==> config.mk <==
export PLATFORM = sky130hd
export DESIGN_NAME = serial_sub_ctrl
export DESIGN_NICKNAME = d
export VERILOG_FILES = /design/src/rtl/serial_sub_ctrl.sv
export SDC_FILE = /design/constraint.sdc
export NUM_CORES = 1
export LEC_CHECK = 0
export CORE_UTILIZATION = 45
export CTS_BUF_LIST = sky130_fd_sc_hd__clkbuf_8
export DETAILED_ROUTE_END_ITERATION = 12
export PLACE_DENSITY_LB_ADDON = 0.05
export SYNTH_ARGS = -nofsm -noshare
export SYNTH_HDL_FRONTEND = slang
export SYNTH_SLANG_ARGS = --single-unit
export TNS_END_PERCENT = 10
==> constraint.sdc <==
create_clock -name clk -period 2.44 [get_ports clk]
set_input_delay 0.488 -clock clk [delete_from_list [all_inputs] [get_ports clk]]
set_output_delay 0.488 -clock clk [all_outputs]
set_load 0.03 [all_outputs]
==> src/rtl/serial_sub_ctrl.sv <==
// serial_sub_ctrl: bit-serial a - b - bin over WIDTH bits using one full-subtractor cell, LSB first.
// Optional SERIAL_SUB_OVF_EN adds the signed-overflow output ovf.  Revision 1.0
`default_nettype none

module serial_sub_ctrl #(
  parameter int WIDTH = 8
) (
  input  logic             clk,
  input  logic             rst,
  input  logic             start,
  input  logic [WIDTH-1:0] a,
  input  logic [WIDTH-1:0] b,
  input  logic             bin,
  output logic             busy,
  output logic             done,
  output logic [WIDTH-1:0] r,
  output logic             bout
`ifdef SERIAL_SUB_OVF_EN
  ,
  output logic             ovf
`endif
);

  localparam int CW = (WIDTH > 1) ? $clog2(WIDTH) : 1;
  localparam logic [CW-1:0] LAST = CW'(WIDTH - 1);

  typedef enum logic [1:0] {
    IDLE = 2'd0,
    RUN  = 2'd1,
    DONE = 2'd2
  } state_t;

  state_t           state;
  state_t           state_next;
  logic             load;
  logic             last;
  logic [WIDTH-1:0] a_sh;
  logic [WIDTH-1:0] b_sh;
  logic [CW-1:0]    cnt;
  logic             brw;
  logic             diff;
  logic             brw_next;

  // The single subtractor cell always looks at bit 0 of the operand shifters.
  assign diff     = a_sh[0] ^ b_sh[0] ^ brw;
  assign brw_next = (~a_sh[0] & b_sh[0]) | (~a_sh[0] & brw) | (b_sh[0] & brw);
  assign last     = (cnt == LAST);

  always_ff @(posedge clk or posedge rst) begin
    if (rst) begin
      state <= IDLE;
    end else begin
      state <= state_next;
    end
  end

  always_comb begin
    state_next = state;
    load       = 1'b0;
    case (state)
      IDLE: begin
        if (start) begin
          load       = 1'b1;
          state_next = RUN;
        end
      end
      RUN: begin
        if (last) begin
          state_next = DONE;
        end
      end
      DONE: begin
        if (start) begin
          load       = 1'b1;
          state_next = RUN;
        end else begin
          state_next = IDLE;
        end
      end
      default: state_next = IDLE;
    endcase
  end

  // busy/done are registered from the next state so they line up with the state register.
  always_ff @(posedge clk or posedge rst) begin
    if (rst) begin
      busy <= 1'b0;
      done <= 1'b0;
      a_sh <= '0;
      b_sh <= '0;
      cnt  <= '0;
      brw  <= 1'b0;
      r    <= '0;
      bout <= 1'b0;
`ifdef SERIAL_SUB_OVF_EN
      ovf  <= 1'b0;
`endif
    end else begin
      busy <= (state_next == RUN);
      done <= (state_next == DONE);
      if (load) begin
        a_sh <= a;
        b_sh <= b;
        brw  <= bin;
        cnt  <= '0;
      end else if (state == RUN) begin
        a_sh <= a_sh >> 1;
        b_sh <= b_sh >> 1;
        r    <= {diff, r[WIDTH-1:1]};
        brw  <= brw_next;
        cnt  <= cnt + CW'(1);
        if (last) begin
          bout <= brw_next;
`ifdef SERIAL_SUB_OVF_EN
          // On the final bit the cell sees the operand MSBs, so no separate capture is needed.
          ovf  <= (a_sh[0] ^ b_sh[0]) & (diff ^ a_sh[0]);
`endif
        end
      end
    end
  end

endmodule

`default_nettype wire

==> metrics.txt <==
RSZ-0062 raised after global routing=no; gr ovfl total=0; Setup Buffers After CTS=0; critical path data required time=a little under 2 ns; hpwl dp=roughly 1800 um; post-synthesis instance area=1460 um^2; setup TNS=0 ns; Die Span X=58.9 um; Longest Clk Path Bufs=2; Yosys top cell area share=about 57%; Worst Slack Setup Final=around 0.62 ns; initial antenna violation count=0; post-place setup slack=between 0.6 and 0.7 ns; warnings from Yosys=0; register area=slightly above 800 um^2; global-route usage over all layers=~18%; CP Launch Type=flop; Bufs and invs on worst path=1; critical path's slowest cell=clkdlybuf4s50_1; Avg WL per Cell=roughly 12 um; Fin. Hold Viols=0; layout cell share with drive strength beyond 1=around 9%; worst IR drop on VDD=~0.6 mV; Syn-to-layout area delta=29.5%; Fill cells=approximately 290; top-count cell post-synth=dfrtp_1; # rows=20; Synth Area in Adders=3.09%; Simple-Gate Fraction of Synth Area=between 10% and 20%; CP Capture Type=output port; Initial Util=between 40 and 50%; antenna viol nets, final=0; Synth area leaders=dfrtp_1 57%, nand2_1 5.7%, a21oi_1 5.2%; Die Y=58.9 um; core area=3050 um^2; reg2reg path depth=3; cts repair resizes=0; Primary FF master, synth=dfrtp_1; crit share post-route=between 70% and 80%; Setup Crit Path Kind=flop to output port; Syn Nets=about 160; status=finished, final reports clean; Avg Cell Area, Syn=10.6 um^2; FMAX=about 550 MHz; Pleak=~0.00085 uW; CP Max Fanout=3; final worst path period need=approximately 1.8 ns; max_slew headroom=53.9%; Layout Nets=about 190; DRC Markers=0; Worst path depth=1; clock skew=between 0.005 and 0.006 ns; Top Family by Delay on Critical Path=buffers and inverters; io pins=31; Worst Path Arrival=between 1 and 1.5 ns; Pins Over Slew Limit=0; die area=3470 um^2; Via Count=1,041; largest family of logic cells by synthesized area=compound AO/OA/AOI/OAI gates; Setup-failing EPs final=0; antenna cells=0; Num CTS Buffers=5; Initial DRC Count=21; Hold Crit Depth=2; vias in the first global route=~1,000; multi-input logic area=about 550 um^2; proportion of synthesized area in mux cells=approximately 5.7%; H-tree levels=2; leading area contributor after synthesis=dfrtp_1; Yosys cell types=22; Commonest cells post-synth=33 x dfrtp_1, 22 x nand2_1, 15 x a21oi_1; global-route wire length before repair=roughly 4500 um; Reg clk slew, reported paths=roughly 0.06 ns; max-cap violation count=0; Vias/cell=between 4 and 5; Synth Instances=~140; clk sink count=33; crit path cell chain=clkdlybuf4s50_1; synthesis-stage register bit count=33; Seq/Total Area, Yosys=56.7%; Placed Cells=206; CTS Hold Bufs=0; post-synthesis compound-gate area fraction=between 15 and 20%; largest net degree at the start of global routing=34; EDFF count, synth=0; TritonCTS clock tree=built; WL final=2570 um; crit-path max cell delay=0.68 ns; Slew @ Worst Pin=0.692 ns; CTS Root Cell=clkbuf_8; ys async rst share=between 90% and 100%; 1st-pass router iterations=4; Synth Area in XOR/XNOR=0.601%; I/O Buffers=30; worst skew pair latency=~0.28 ns; Placer Congestion=between 0.6 and 0.7; Layout Cells excl Fill=214; PwrDens=1280 nW/um^2; hold crit path type=flop to flop
-- worst paths after layout --
kind / slack, ns / end / from
worst max-delay path: 0.62 / r[7] / r[7]
worst min-delay path: 0.48 / r[0] / r[0]
worst max register to register: 0.71 / b_sh[4] / state[0]
worst min register to register: 0.48 / r[0] / r[0]
max in group asynchronous: 1.54 / b_sh[1] / rst
min in group asynchronous: 0.60 / a_sh[2] / rst
-- layout by cell type (no fill, tap or decap) --
master and n:
mux2i_1 6, clkbuf_8 7, nand2_1 22, xnor2_1 1, fa_1 1, buf_4 3
ha_1 2, a22o_1 5, nand2b_1 2, clkinv_2 1, nor2_2 1, nor2b_1 8
o22ai_1 9, dfrtp_1 33, o21ai_0 3, a211oi_1 6, mux2_2 2, a21o_1 1
inv_1 10, and2_4 1, a21oi_1 15, clkdlybuf4s50_1 30, and2_1 1
-- per-layer routing --
layer | track usage [%] | wire length, um
met1 | 21.8 | 1200
met2 | 29.1 | 1200
met3 | 5.93 | 140
met4 | 5.10 | 21
met5 | 0 | 0
-- final cells by class --
type / instances / area share [%]
sequential: 33 / 43.7
timing repair buffer: 33 / 17.1
inverter: 10 / 1.99
clock inverter: 1 / 0.265
multi-input combinational: 86 / 28.9
tap: 44 / 2.92
clock buffer: 7 / 5.10
-- registers in the layout, summed over array words and instances, names as in the netlist --
register	flops
done	1
b_sh	8
r	8
cnt	3
brw	1
busy	1
a_sh	8
bout	1
state	2
-- cells by family after synthesis --
kind of cell,after synthesis
AOI/OAI and AO/OA,39
and+or+nand+nor,35
DFF,33
buffers and inverters,19
muxes,8
adders and majority gates,3
xor gates and xnor gates,1
-- per-stage QoR --
| step | total power, uW | instance area [um^2] | hold WS [ns] | utilization, % |
|---|---|---|---|---|
| after global routing | 2610 | 1890 | 0.509 | 61.8 |
| after detailed placement | 1990 | 1790 | 0.468 | 58.5 |
| after CTS | 2450 | 1890 | 0.484 | 61.8 |
| final | 2410 | 1890 | 0.478 | 61.8 |
| after floorplan | 1680 | 1460 | 0.472 | - |
| after global placement | 1960 | 1790 | 0.463 | 58.5 |
-- power by group --
part | switching (uW) | internal (uW) | total [uW]
Sequential | 194 | 797 | 991
Clock | 187 | 255 | 442
Combinational | 517 | 458 | 975
Total | 899 | 1510 | 2410
Power figures use the tool's default switching activity.
